**src/rtl/plic_pkg.sv**
```systemverilog
// Shared constants and helpers for the platform-level interrupt controller.
package plic_pkg;

   // Width of a source ID (IDs 1..31, 0 means "none").
   localparam int ID_W = 5;

   // Word offsets inside the 24-bit controller window.
   localparam logic [23:0] PRIO_BASE = 24'h000000;
   localparam logic [23:0] PEND_OFF  = 24'h001000;
   localparam logic [23:0] EN_OFF    = 24'h002000;
   localparam logic [23:0] THR_OFF   = 24'h200000;
   localparam logic [23:0] CLAIM_OFF = 24'h200004;

   // Expand the four byte enables into a 32-bit bit mask.
   function automatic logic [31:0] lane_mask(input logic [3:0] we);
      return {{8{we[3]}}, {8{we[2]}}, {8{we[1]}}, {8{we[0]}}};
   endfunction

endpackage

```
**src/rtl/plic_gateway.sv**
```systemverilog
// Per-source gateway: holds pending and in-service for one interrupt source.
module plic_gateway (
   input  logic clk,
   input  logic reset,
   input  logic irq,
   input  logic claim,
   input  logic complete,
   output logic pending,
   output logic in_service
);

   // A request is latched only while the source is not in service; a claim
   // moves it from pending to in-service, a complete reopens the gateway.
   always_ff @(posedge clk or negedge reset) begin
      if (!reset) begin
         pending    <= 1'b0;
         in_service <= 1'b0;
      end else begin
         if (claim)
            pending <= 1'b0;
         else if (irq && !in_service)
            pending <= 1'b1;

         if (claim)
            in_service <= 1'b1;
         else if (complete)
            in_service <= 1'b0;
      end
   end

endmodule

```
**src/rtl/plic_controller.sv**
```systemverilog
// Platform-level interrupt controller: register file, gateways, arbitration
// and claim/complete handling for up to 31 level-sensitive sources.
module plic_controller
   import plic_pkg::*;
#(
   parameter int i_cnt  = 1,
   parameter int PRIO_W = 3
) (
   input  logic              clk,
   input  logic              reset,
   input  logic              en_i,
   input  logic [3:0]        we_i,
   input  logic [23:0]       addr_i,
   input  logic [31:0]       data_i,
   output logic [31:0]       data_o,
   input  logic [i_cnt-1:0]  irq_i,
   input  logic              iack_i,
   output logic [i_cnt-1:0]  iack_o,
   output logic              irq_o
);

   logic              bus_wr;
   logic              bus_rd;
   logic [23:0]       word_addr;
   logic              is_prio;
   logic [9:0]        prio_sel;
   logic [31:0]       wmask;
   logic [ID_W-1:0]   cid;
   logic              complete_hit;

   logic [PRIO_W-1:0] prio_arr [i_cnt];
   logic [i_cnt-1:0]  enable_reg;
   logic [PRIO_W-1:0] threshold_reg;
   logic [ID_W-1:0]   claim_id_reg;
   logic [31:0]       data_reg;
   logic [i_cnt-1:0]  iack_reg;
   logic              irq_reg;

   logic [i_cnt-1:0]  pending;
   logic [i_cnt-1:0]  in_service;
   logic [i_cnt-1:0]  claim_vec;
   logic [i_cnt-1:0]  complete_vec;

   logic [ID_W-1:0]   best_id;
   logic [PRIO_W-1:0] best_prio;
   logic [31:0]       rd_data;
   logic              do_claim;

   logic [i_cnt-1:0]  enable_next;
   logic [PRIO_W-1:0] threshold_next;

   assign bus_wr       = en_i && (we_i != 4'h0);
   assign bus_rd       = en_i && (we_i == 4'h0);
   assign word_addr    = {addr_i[23:2], 2'b00};
   assign is_prio      = (word_addr & 24'hFFF000) == PRIO_BASE;
   assign prio_sel     = addr_i[11:2];
   assign wmask        = lane_mask(we_i);
   assign cid          = data_i[ID_W-1:0];
   assign complete_hit = bus_wr && (word_addr == CLAIM_OFF);
   assign do_claim     = iack_i && (best_id != '0);

   // Byte-lane merges for the shared registers; bit 0 of enable is ID 0.
   assign enable_next    = (enable_reg & ~wmask[i_cnt:1]) | (data_i[i_cnt:1] & wmask[i_cnt:1]);
   assign threshold_next = (threshold_reg & ~wmask[PRIO_W-1:0])
                         | (data_i[PRIO_W-1:0] & wmask[PRIO_W-1:0]);

   // Address bits [1:0] and the upper data/mask bits have no function here.
   logic unused_bits;
   assign unused_bits = ^{addr_i[1:0], data_i, wmask};

   generate
      for (genvar gi = 0; gi < i_cnt; gi++) begin : g_src
         logic [PRIO_W-1:0] prio_reg;
         logic [PRIO_W-1:0] prio_next;

         assign prio_next = (prio_reg & ~wmask[PRIO_W-1:0])
                          | (data_i[PRIO_W-1:0] & wmask[PRIO_W-1:0]);
         assign prio_arr[gi] = prio_reg;

         // Priority of source ID gi+1, written through its own word.
         always_ff @(posedge clk or negedge reset) begin
            if (!reset)
               prio_reg <= '0;
            else if (bus_wr && is_prio && (prio_sel == 10'(gi + 1)))
               prio_reg <= prio_next;
         end

         assign claim_vec[gi]    = iack_i && (best_id == ID_W'(gi + 1));
         assign complete_vec[gi] = complete_hit && (cid == ID_W'(gi + 1)) && in_service[gi];

         plic_gateway u_gateway (
            .clk        (clk),
            .reset      (reset),
            .irq        (irq_i[gi]),
            .claim      (claim_vec[gi]),
            .complete   (complete_vec[gi]),
            .pending    (pending[gi]),
            .in_service (in_service[gi])
         );
      end
   endgenerate

   // Highest-priority enabled pending source; strict compare keeps the lowest ID on ties
   // and never selects a priority-0 source.
   always_comb begin
      best_id   = '0;
      best_prio = '0;
      for (int k = 0; k < i_cnt; k++) begin
         if (enable_reg[k] && pending[k] && (prio_arr[k] > best_prio)) begin
            best_prio = prio_arr[k];
            best_id   = ID_W'(k + 1);
         end
      end
   end

   // Read-data mux; anything unmapped reads zero.
   always_comb begin
      rd_data = '0;
      if (is_prio) begin
         for (int k = 0; k < i_cnt; k++)
            if (prio_sel == 10'(k + 1))
               rd_data = 32'(prio_arr[k]);
      end else if (word_addr == PEND_OFF)
         rd_data = 32'({pending, 1'b0});
      else if (word_addr == EN_OFF)
         rd_data = 32'({enable_reg, 1'b0});
      else if (word_addr == THR_OFF)
         rd_data = 32'(threshold_reg);
      else if (word_addr == CLAIM_OFF)
         rd_data = 32'(claim_id_reg);
   end

   // Enable, threshold and claim-id state plus the registered outputs.
   always_ff @(posedge clk or negedge reset) begin
      if (!reset) begin
         enable_reg    <= '0;
         threshold_reg <= '0;
         claim_id_reg  <= '0;
         data_reg      <= '0;
         iack_reg      <= '0;
         irq_reg       <= 1'b0;
      end else begin
         if (bus_wr && (word_addr == EN_OFF))
            enable_reg <= enable_next;
         if (bus_wr && (word_addr == THR_OFF))
            threshold_reg <= threshold_next;
         // A new claim wins over clearing on complete of a different ID.
         if (do_claim)
            claim_id_reg <= best_id;
         else if ((|complete_vec) && (claim_id_reg == cid))
            claim_id_reg <= '0;
         if (bus_rd)
            data_reg <= rd_data;
         iack_reg <= claim_vec;
         irq_reg  <= best_prio > threshold_reg;
      end
   end

   assign data_o = data_reg;
   assign iack_o = iack_reg;
   assign irq_o  = irq_reg;

endmodule

```
**config.mk**
```make
export PLATFORM = sky130hd
export DESIGN_NAME = plic_controller
export DESIGN_NICKNAME = d
export VERILOG_FILES = /design/src/rtl/plic_pkg.sv /design/src/rtl/plic_gateway.sv /design/src/rtl/plic_controller.sv
export SDC_FILE = /design/constraint.sdc
export NUM_CORES = 1
export LEC_CHECK = 0
export ABC_AREA = 1
export CAP_MARGIN = 5
export CORE_AREA = 2 2 65 67
export CTS_CLUSTER_SIZE = 10
export DETAILED_ROUTE_END_ITERATION = 7
export DIE_AREA = 0 0 67 69
export PLACE_DENSITY = 0.79
export SETUP_SLACK_MARGIN = 0.3
export SYNTH_ARGS = -nofsm -noshare
export SYNTH_HDL_FRONTEND = slang
export SYNTH_SLANG_ARGS = --single-unit
```
**constraint.sdc**
```tcl
create_clock -name clk -period 1.6 [get_ports clk]
set_clock_uncertainty 0.1 [all_clocks]
set_input_delay 0.48 -clock clk [delete_from_list [all_inputs] [get_ports clk]]
set_output_delay 0.48 -clock clk [all_outputs]
set_load 0.005 [all_outputs]
```
Yosys cells after proc, flatten, opt, wreduce, memory -nomap -nowiden
Cells that the tools add are included.
{"block": "totals", "ff_bits": 48, "latchBits": 0, "ram_bits": 0, "rom_bits": 0, "inputBits": 65, "output_inout_bits": 34, "elab_cells": 66, "memories": 0}
{"block": "classes", "add_sub_neg": 0, "mul": 0, "div": 0, "order_cmp": 2, "eq_ne": 8, "shifts": 0, "muxes": 14, "n_bitwise": 10, "reduce_logical": 23}
{"operator": "$eq 22x20->1 const B", "n": 2}
{"operator": "$mux 32", "n": 1}
{"operator": "$mux 5", "n": 6}
{"operator": "$logic_not 24->1", "n": 1}
{"operator": "$eq 22x11->1 const B", "n": 1}
{"operator": "$eq 22x12->1 const B", "n": 1}
{"operator": "$logic_and 1x1->1", "n": 15}
{"operator": "$eq 10x1->1 const B", "n": 1}
{"operator": "$eq 5x1->1 const B", "n": 2}
{"operator": "$and 3x3->3", "n": 3}
{"operator": "$mux 3", "n": 2}
{"operator": "$or 3x3->3", "n": 2}
{"operator": "$reduce_bool 2->1", "n": 3}
{"operator": "$eq 5x5->1", "n": 1}
{"operator": "$mux 1", "n": 5}
{"operator": "$reduce_bool 5->1", "n": 1}
{"operator": "$logic_not 4->1", "n": 1}
{"operator": "$reduce_bool 4->1", "n": 1}
{"operator": "$gt 3x1->1 const B", "n": 1}
{"operator": "$gt 3x3->1", "n": 1}
{"operator": "$not 3->3", "n": 1}
{"operator": "$and 1x1->1", "n": 2}
{"operator": "$logic_not 1->1", "n": 1}
{"operator": "$not 1->1", "n": 1}
{"operator": "$or 1x1->1", "n": 1}

Longest topological paths before layout
Gate-level depths: netlist of run 1.
{"block": "logic_depth", "word_depth": 8, "depth_mapped": 8, "ltp_nobuf": 8}

By module
A second synthesis of run 1 with hierarchy kept.
{"block": "hier_totals", "hier_cells": 183, "hier_area_um2": 1253.7}
{"module": "plic_controller", "instances": 1, "cells_per_inst": 176, "area_per_inst_um2": 1173.6, "seq_area_each_um2": 325.3}
{"module": "plic_gateway", "instances": 1, "cells_per_inst": 7, "area_per_inst_um2": 80.1, "seq_area_each_um2": 50.0}

Worst setup path before layout of run 1
No wires, ideal clock.
{"block": "synth_path", "kind": "in2reg", "start": "input port addr_i[7]", "end": "register with a tool-made name", "setup_time_ns": 0.121, "arrival_time_ns": 1.172, "required_ns": 1.379, "slack_ns": 0.206, "path_stages": 6, "path_buffers": 0, "cell_sequence": "nor2_2 nand2_4 nor3_4 nand4_2 nand2_1 o21ai_1"}
{"item": "start: declaration", "line_no": "plic_controller.sv:13", "source": "input logic [23:0] addr_i,"}

==> summary.md, run 1 <==
| Metric | Value |
|---|---|
| DR WL/cell | about 12 um |
| Sequential fraction of the synthesis area | 0.298 |
| Initial antenna violation count | 0 |
| Die width | 67 um |
| Synth Area in XOR/XNOR | 0 |
| Final instance area | 1970 sq um |
| Seq cells post-synth | 15 |
| Setup WS pre-CTS | -0.375 ns |
| Placed cell area | 1710 sq um |
| WL final | 3.44 mm |
| Ys Warns | 0 |
| Final slew viol count | 0 |
| Die area | approximately 4600 sq um |
| Reg2Reg Depth | 6 |
| Routed Antenna Nets | 0 |
| Synth Flop Type | dfrtp_1 |
| Largest net degree at the start of global routing | 16 |
| Sw Ratio | 0.277 |
| Startpoint Class | register |
| Yosys top cell by area | dfrtp_1 |
| Clk Latency, worst-skew pair | 0.25 ns |
| Cell Count, Final, Fillers Out | 293 |
| Seq pwr share | 0.418 |
| Logic pwr share | 0.251 |
| # hold bufs at CTS | 0 |
| Clock tree buffer depth | 2 |
| Max Cap Violations | 0 |
| GR Overflow Total | 0 |
| Root buf cell | clkbuf_8 |
| Routed vias | between 1000 and 1500 |
| Unrepaired setup endpoints after global routing | yes |
| DRC | 0 |
| Cell variety after synth | 25 |
| Global Route Usage Sum | 0.145 |
| Min-Delay Path Class | reg2reg |
| Final HPWL DP | ~2.3 mm |
| Async S/R FF share, synth | 1.00 |
| Synth Area per Inst | about 7.3 sq um |
| Num CTS Buffers | 3 |
| Synth Area in Compound Gates | 0.0526 |
| Pwr per Cell Area | 470 nW/um^2 |
| Number of global-route vias before repair | 1252 |
| Hold Crit Start | claim_id_reg[0]$_DFFE_PN0P_ |
| First-pass GRT wire length | 5.32 mm |
| Crit path max fanout | 3 |
| CTS clk-pin slew, worst paths | ~0.06 ns |
| Post-Synth Simple-Gate Area | 0.381 |
| H-Tree Depth | 1 |
| Clk sink count | 15 |
| Cells after Synth | around 170 |
| Main combinational cell family by area after synthesis | simple AND/OR/NAND/NOR gates |
| Synth top cells by count | buf_4, nand2_1, nor2_1, inv_1, dfrtp_1 |
| Layout fillers | 383 |
| Number of I/O pins | 99 |
| Critical path arrival | 1.52 ns |
| Via/cell ratio | 4.44 |
| VDD IR max | 0.534 mV |
| Mux cell area share after synthesis | 0 |
| Clock network fraction of total power | 0.331 |
| Die Height | 69 um |
| Router iterations before antenna repair | 4 |
| Final TNS setup | 0 ns |
| Synth top area cells | dfrtp_1, buf_4, nand2_1 |
| Internal | approximately 0.67 mW |
| Fraction of layout cells with a size suffix above 1 | 0.469 |
| Starting DRC count in detailed routing | 49 |
| Area Overhead vs Synth | 56.4% |
| Fin worst setup slack | around 0.13 ns |
| CP Data Required Time | 1.65 ns |
| ANT cells | 0 |
| WHS Endpoint | claim_id_reg[0]$_DFFE_PN0P_ |
| Static leakage | about 1.0 nW |
| Placed cells | 273 |
| Port buffer count | 40 |
| Core ar. | 3910 sq um |
| Std cell rows | 23 |
| Min Tclk post-route | 1.47 ns |
| # setup viols final | 0 |
| Setup crit end kind | register |
| Status | finished, final reports clean |
| Starting Density | 0.322 |
| Post-route clock period utilization | 0.921 |
| Routability cong. | 0.902 |
| Type of the worst setup path | reg2reg |
| CTS tree | yes |
| Hold Fails Final Rpt | 0 |
| R2R setup slack | around 0.13 ns |
| Adder-Cell Fraction of Synth Area | 0.0298 |
| NetSw | ~0.26 mW |
| Syn Std Cell Area | between 1000 and 1500 sq um |
| Top-area cell type share of the netlist area | 0.298 |
| Endpoint of the lowest-slack register-to-register path | irq_o$_DFF_PN0_ |
| Post-synth EDFFs | 0 |
| Max Clock Freq | between 600 and 700 MHz |
| Final nets | roughly 310 |
| Worst Hold Depth | 2 |
==> worst max-delay path by stage <==
stage	to	slack (ns)
3_5_place_dp	register	-0.37
6_report	irq_o$_DFF_PN0_	0.13
2_1_floorplan	register	0.22
5_1_grt	irq_o$_DFF_PN0_	0.09
4_1_cts	g_src[0].u_gateway.in_service$_DFFE_PN0P_	0.24
3_3_place_gp	register	-0.35
==> layout by cell type, fill, tap and decap left out, types with 8 or more instances in the layout <==
| cell | instances |
|---|---|
| nand4_1 | 8 |
| conb_1 | 29 |
| nor2_2 | 10 |
| buf_2 | 22 |
| buf_4 | 27 |
| dfrtp_1 | 15 |
| nand2_1 | 21 |
| nor2_1 | 10 |
| inv_1 | 17 |
| nor2_4 | 11 |
==> through the flow <==
step                utilization  hold slack [ns]  total power [mW]
global placement          0.438            0.368             0.596
detailed placement        0.438            0.382             0.600
floorplan                     -           0.0844             0.510
global route              0.504            0.413             0.971
finish                    0.504            0.404             0.927
CTS                       0.475            0.393             0.908
==> metal layers <==
layer | up-vias | part of all wire | track usage
met3 | 10 | 0.084 | 0.0440
met5 | - | 0 | 0
li1 | 638 | - | -
met2 | 61 | 0.53 | 0.240
met4 | 0 | 0.021 | 0.0544
met1 | 592 | 0.36 | 0.173
==> worst max-delay path: stages (launching register included) <==
cell and delay [ns]:
dfrtp_1 0.40, nand2_2 0.10, a21oi_2 0.14, nand2_1 0.08
ha_2 0.16, nand3b_1 0.17, a32oi_1 0.22
==> timing repair <==
action	CTS	global route
cloned	0	0
resized for setup	153	28
pin swaps	40	27
buffers inserted	11	5
setup endpoints to repair	18	20
==> power groups by stage <==
stage / clock network, mW / registers (mW) / logic, mW
4_1_cts: 0.311 / 0.387 / 0.209
3_5_place_dp: 0 / 0.395 / 0.205
6_report: 0.307 / 0.387 / 0.232
3_3_place_gp: 0 / 0.395 / 0.200
5_1_grt: 0.330 / 0.387 / 0.253
2_1_floorplan: 0 / 0.395 / 0.115
==> cell families after synthesis <==
| family | after synthesis |
|---|---|
| simple gates | 91 |
| fa+ha+maj | 3 |
| other cells | 1 |
| buf+inv | 50 |
| compound gates | 12 |
| flops | 15 |
==> layout make-up <==
| cell class | count | area (sq um) | share of cell area |
|---|---|---|---|
| inverters | 21 | 83.8 | 0.0425 |
| clock buffers | 4 | 45.0 | 0.0229 |
| flip-flops and latches | 15 | 375 | 0.190 |
| repair buffers | 68 | 489 | 0.248 |
| multi-input cells | 135 | 915 | 0.464 |
| well taps | 50 | 62.6 | 0.0317 |
(Power assumes the default switching activity.)
==> inputs of run 2 (changes only) <==
CORE_AREA = 2 2 53 75   (was 2 2 65 67)
DIE_AREA = 0 0 55 77   (was 0 0 67 69)
PLACE_DENSITY = 0.85   (was 0.79)
clock period = 1.7 ns   (was 1.6 ns; I/O delays follow)
==> run 2 against run 1 <==
Register-to-register slack better by 0.19 ns. Total power is 7.3% lower. Core utilization is 2.7 points higher. Wire length is 3.6% lower. Global-route usage is 0.27 points lower. Cell area is 3.6% lower. Critical path depth is 3 higher. Sequential power is 5.7% lower. Largest power group unchanged. Flip-flop and latch count stayed put. Hold slack worse by 0.011 ns. Via count is 0.38% lower. Highest routed layer unchanged. Count of clock-buffer cells in the layout is 1 lower.
==> summary.md, run 2 (synthesized netlist as in run 1, its figures left out) <==
| Metric | Value |
|---|---|
| Status | finished, final reports clean |
| WL final | 3.32 mm |
| Port buffer count | 40 |
| DRC | 0 |
| Final nets | approximately 310 |
| CP Data Required Time | 1.79 ns |
| First-pass GRT wire length | 4.49 mm |
| Internal | 0.623 mW |
| Router iterations before antenna repair | 4 |
| Final instance area | 1900 sq um |
| Max Cap Violations | 0 |
| Global Route Usage Sum | 0.143 |
| Min-Delay Path Class | reg2reg |
| Final TNS setup | 0 ns |
| CTS clk-pin slew, worst paths | roughly 0.06 ns |
| Met3 WL | approximately 230 um |
| Max Clock Freq | 682 MHz |
| Clk sink count | 15 |
| Type of the worst setup path | in2reg |
| Worst path max stage delay | 0.19 ns |
| Min Tclk post-route | between 1 and 1.5 ns |
| Routed Antenna Nets | 0 |
| Crit path max fanout | 4 |
| VDD IR max | 0.381 mV |
| Clock tree buffer depth | 2 |
| Starting DRC count in detailed routing | 13 |
| Most frequent cells in the layout | conb_1, nand2_1, buf_4 |
| Met2 WL | around 1.8 mm |
| Num CTS Buffers | 3 |
| NetSw | 0.237 mW |
| CP max stage cell | nor2_4 |
| Startpoint Class | input pin |
| Critical path arrival | 1.56 ns |
| Area Overhead vs Synth | 50.7% |
| Via/cell ratio | 4.66 |
| Hold Fails Final Rpt | 0 |
| GR Overflow Total | 0 |
| Clock network fraction of total power | 0.331 |
| Post-route clock period utilization | 0.862 |
| Logic pwr share | 0.244 |
| DR WL/cell | 11.9 um |
| Starting Density | 0.352 |
| Setup crit end kind | register |
| Static leakage | 0.958 nW |
| Number of global-route vias before repair | 1160 |
| Final HPWL DP | 2.34 mm |
| # setup viols final | 0 |
| Top routing layer in use | met4 |
| Core ar. | 3580 sq um |
| Die area | 4240 sq um |
| WL met1 | approximately 1.2 mm |
| Pwr per Cell Area | 452 nW/um^2 |
| H-Tree Depth | 1 |
| Fraction of layout cells with a size suffix above 1 | 0.462 |
| Placed cells | between 200 and 300 |
| Leading cell type in the layout, fill and taps excluded | conb_1 |
| CP top delay family | simple AND/OR/NAND/NOR gates |
| CP cell instances | buf_6 > nor2_4 > buf_6 > nand3_4 > nor2_4 > nand3_2 > nand4_1 > nand2_1 > nand2_2 |
| Root buf cell | clkbuf_8 |
| Die Height | 77 um |
| Die width | 55 um |
| Seq pwr share | 0.425 |
| Std cell rows | 26 |
| Clk Latency, worst-skew pair | 0.25 ns |
| Number of I/O pins | 99 |
| Routability cong. | 0.845 |
| Initial antenna violation count | 0 |
| Sw Ratio | 0.275 |
| Cell Count, Final, Fillers Out | 278 |
| Largest net degree at the start of global routing | 16 |
| CP bufs+invs | 2 |
| Routed vias | 1296 |
| Unrepaired setup endpoints after global routing | yes |
| Placed cell area | 1700 sq um |
| CTS tree | yes |
| # hold bufs at CTS | 0 |
| Final slew viol count | 0 |
| ANT cells | 0 |
-- run 2: changes by cell type in the layout (fill, tap and decap cells not counted), moves of 2 or more --
cell,change
clkbuf_2,+7
buf_4,-8
buf_2,-6
nand2_2,+2
nand3_1,-3
nand3_2,+3
-- run 2: path summary, 6_finish.rpt --
path / startpoint / to / slack (ns) / depth (start not counted)
setup reg to reg: register / irq_o$_DFF_PN0_ / 0.32 / 6
hold reg to reg: data_o[0]$_DFFE_PN0P_ / data_o[0]$_DFFE_PN0P_ / 0.39 / 2
setup / recovery: addr_i[19] / data_o[1]$_DFFE_PN0P_ / 0.23 / 9
hold / removal: data_o[0]$_DFFE_PN0P_ / data_o[0]$_DFFE_PN0P_ / 0.39 / 2
min in group asynchronous: reset / data_o[0]$_DFFE_PN0P_ / 0.46 / 2
max in group asynchronous: reset / asynchronous set/reset pin / 0.86 / 2
-- run 2: stage by stage --
stage          setup WS (ns)   util  hold slack (ns)  power (mW)
6_report               0.234  0.531            0.393       0.859
5_1_grt                0.174  0.531            0.416       0.902
4_1_cts                0.281  0.504            0.388       0.848
3_5_place_dp          -0.302  0.476            0.373       0.563
3_3_place_gp          -0.270  0.476            0.365       0.560
2_1_floorplan          0.295      -            0.114       0.480
-- run 2: cell type report --
| class | instances | area [sq um] |
|---|---|---|
| Fill cell | 341 | 1680 |
| Clock inverter | 1 | 5.00 |
| Sequential cell | 15 | 375 |
| Inverter | 21 | 81.3 |
| Timing Repair Buffer | 61 | 434 |
| Clock buffer | 3 | 41.3 |
| Multi-Input combinational cell | 135 | 910 |
| Tap cell | 42 | 52.6 |
-- run 2: power groups by stage --
| stage | clock network [mW] | logic (mW) | registers [mW] |
|---|---|---|---|
| 4_1_cts | 0.291 | 0.192 | 0.365 |
| 5_1_grt | 0.304 | 0.232 | 0.366 |
| 6_report | 0.284 | 0.210 | 0.365 |
| 2_1_floorplan | 0 | 0.108 | 0.372 |
| 3_5_place_dp | 0 | 0.191 | 0.372 |
| 3_3_place_gp | 0 | 0.188 | 0.372 |
-- run 2: per-layer routing --
layer | vias to the layer above | GRT usage
li1 | 624 | -
met1 | 603 | 0.147
met2 | 59 | 0.262
met3 | 10 | 0.0195
met4 | 0 | 0.0659
met5 | - | 0
-- run 2: worst reg2reg max path, delay by kind of cell (launching register included) --
kind / cells / cell delay, ns
flops: 1 / 0.42
compound gates: 2 / 0.33
simple gates: 3 / 0.28
fa+ha+maj: 1 / 0.16
-- run 2: what timing repair did --
item	CTS	global route
gates resized for setup	131	42
endpoints found under the setup margin	18	13
endpoints found under the hold margin	0	0
buffers inserted	6	3
pin swaps	38	33
==> inputs of run 3 (changes only) <==
ABC_AREA = unset   (was 1)
CORE_AREA = 10 10 60 81   (was 2 2 53 75)
DIE_AREA = 0 0 70 91   (was 0 0 55 77)
PLACE_DENSITY = 0.84   (was 0.85)
==> run 3 against run 2 <==
The flow now finishes with violations (setup timing). Via count fell by 16%. Core utilization rose by 1.3 points. Global-route usage fell by 3.6 points. Area after synthesis fell by 12%.
==> summary.md, run 3 <==
| Metric | Value |
|---|---|
| Status | finished with violations |
| Failing checks | setup timing |
| CP max stage cell | or4_4 |
| Synth top cells by count | buf_4, dfrtp_1, nand2_1, nor2_1, nor3_1 |
| Std cell rows | 25 |
| Yosys top cell by area | dfrtp_1 |
| Static leakage | 0.989 nW |
| Routability cong. | between 0.8 and 0.9 |
| Final TNS setup | -4.11 ns |
| Top-area cell type share of the netlist area | 0.337 |
| Min Tclk post-route | 2.16 ns |
| Starting DRC count in detailed routing | between 50 and 60 |
| Top routing layer in use | met4 |
| Via/cell ratio | 4.81 |
| WL final | about 3.8 mm |
| Synth Area per Inst | 9.60 sq um |
| Synth Flop Type | dfrtp_1 |
| First-pass GRT wire length | 5.73 mm |
| Die Height | 91 um |
| Hold Fails Final Rpt | 0 |
| Crit path max fanout | 3 |
| Ys Warns | 0 |
| Cell variety after synth | 34 |
| GR Overflow Total | 0 |
| H-Tree Depth | 1 |
| Clk Latency, worst-skew pair | between 0.2 and 0.3 ns |
| Post-route clock period utilization | 1.27 |
| Die area | 6370 sq um |
| Number of I/O pins | 99 |
| CP Data Required Time | 1.74 ns |
| CP cell instances | buf_6 > or4_4 > nor3_4 > nand4_4 > or4_4 > mux2_4 |
| Leading cell type in the layout, fill and taps excluded | conb_1 |
| VDD IR max | 0.399 mV |
| Fin worst setup slack | -0.465 ns |
| Routed vias | 1092 |
| # setup viols final | 12 |
| Final HPWL DP | 2.87 mm |
| Async S/R FF share, synth | 1.00 |
| Root buf cell | clkbuf_8 |
| Number of global-route vias before repair | 1181 |
| Sequential fraction of the synthesis area | 0.337 |
| CP bufs+invs | 1 |
| CTS tree | yes |
| Global Route Usage Sum | 0.106 |
| Power, Total | 0.825 mW |
| Port buffer count | 40 |
| Area Overhead vs Synth | 64.8% |
| Startpoint Class | input pin |
| Met2 WL | 1.82 mm |
| Cells after Synth | ~120 |
| WL met1 | 1.60 mm |
| Clk sink count | 15 |
| Met3 WL | 332 um |
| Max Cap Violations | 0 |
| Most numerous cell in the Yosys netlist | buf_4 |
| Pwr per Cell Area | 449 nW/um^2 |
| Syn Std Cell Area | 1110 sq um |
| Min-Delay Path Class | reg2reg |
| Largest net degree at the start of global routing | 16 |
| Main combinational cell family by area after synthesis | simple AND/OR/NAND/NOR gates |
| ANT cells | 0 |
| Routed Antenna Nets | 0 |
| Final nets | 256 |
| Starting Density | 0.330 |
| Cell Count, Final, Fillers Out | roughly 230 |
| Die width | 70 um |
| Most frequent cells in the layout | conb_1, buf_4, clkdlybuf4s50_1 |
| Synth Area in Compound Gates | 0.0854 |
| Router iterations before antenna repair | 4 |
| Synth top area cells | dfrtp_1, buf_4, mux2_2 |
| Final slew viol count | 0 |
| Setup crit end kind | register |
| Fraction of layout cells with a size suffix above 1 | 0.358 |
| Type of the worst setup path | in2reg |
| Post-Synth Simple-Gate Area | 0.238 |
| Critical path arrival | 2.20 ns |
| Num CTS Buffers | 3 |
| Synth Area in XOR/XNOR | 0 |
| Clock tree buffer depth | 2 |
| CTS clk-pin slew, worst paths | around 0.060 ns |
| Placed cells | 218 |
| Worst path max stage delay | 0.53 ns |
| Most common cell on crit path | or4_4 |
| Max Clock Freq | approximately 460 MHz |
| DR WL/cell | 16.8 um |
| Core ar. | 3380 sq um |
| Adder-Cell Fraction of Synth Area | 0.0337 |
| Unrepaired setup endpoints after global routing | yes |
| # hold bufs at CTS | 0 |
| Initial antenna violation count | 0 |
| DRC | 0 |
| Post-synth EDFFs | 0 |
| Seq cells post-synth | 15 |
| CP top delay family | simple AND/OR/NAND/NOR gates |
| Mux cell area share after synthesis | 0.0899 |
-- run 3: layout make-up --
class                      count  area [sq um]
inverter                       4          15.0
tap                           40          50.0
clock buffer                   4          45.0
sequential                    15           375
timing repair buffer          69           607
fill                         293          1540
multi-input combinational     95           743
-- run 3: power by group --
| part | internal [mW] | switching [mW] | total [mW] |
|---|---|---|---|
| clock network | 0.166 | 0.125 | 0.291 |
| logic | 0.0990 | 0.0781 | 0.177 |
| registers | 0.357 | 0.000000946 | 0.357 |
| total | 0.622 | 0.203 | 0.825 |
-- run 3: logic make-up (layout without fill, tap and decap cells) --
group / count (synthesis) / count (layout)
compound gates: 14 / 14
flops: 15 / 15
other cells: 1 / 29
mux: 8 / 8
simple gates: 41 / 41
fa+ha+maj: 3 / 3
buf+inv: 34 / 77
-- run 3: worst paths after layout --
| kind | slack, ns | from | depth (start not counted) | to |
|---|---|---|---|---|
| max | -0.46 | addr_i[6] | 6 | register |
| min | 0.44 | register | 1 | register |
| max reg2reg | 0.11 | g_src[0].u_gateway.pending$_DFFE_PN0P_ | 5 | irq_o$_DFF_PN0_ |
| min reg2reg | 0.44 | register | 1 | register |
| max in group asynchronous | 0.84 | reset | 2 | data_o[1]$_DFFE_PN0P_ |
| min in group asynchronous | 0.48 | reset | 2 | iack_o$_DFF_PN0_ |
-- run 3: worst register-to-register path, delay by kind of cell, from the launching register on --
family / cells / cell delay (ns)
compound gates: 3 / 0.39
fa+ha+maj: 1 / 0.30
flops: 1 / 0.45
simple gates: 1 / 0.24
-- run 3: stage by stage --
stage / setup slack [ns] / hold WS (ns) / instance area [sq um] / util
floorplan: -0.654 / 0.114 / 1220 / -
global placement: -1.11 / 0.379 / 1630 / 0.482
detailed placement: -1.12 / 0.402 / 1630 / 0.482
CTS: -0.626 / 0.427 / 1720 / 0.509
global route: -0.499 / 0.467 / 1840 / 0.543
finish: -0.465 / 0.439 / 1840 / 0.543
-- run 3: layer usage --
layer,vias to the layer above,GRT usage
met3,11,0.0359
met1,504,0.127
met5,-,0
li1,501,-
met4,0,0.0297
met2,76,0.175
-- run 3: repair_timing --
action | CTS | global route
gates resized for setup | 58 | 23
setup buffers | 3 | 2
endpoints found under the hold margin | 0 | 0
setup endpoints to repair | 18 | 13
pin swaps | 10 | 12
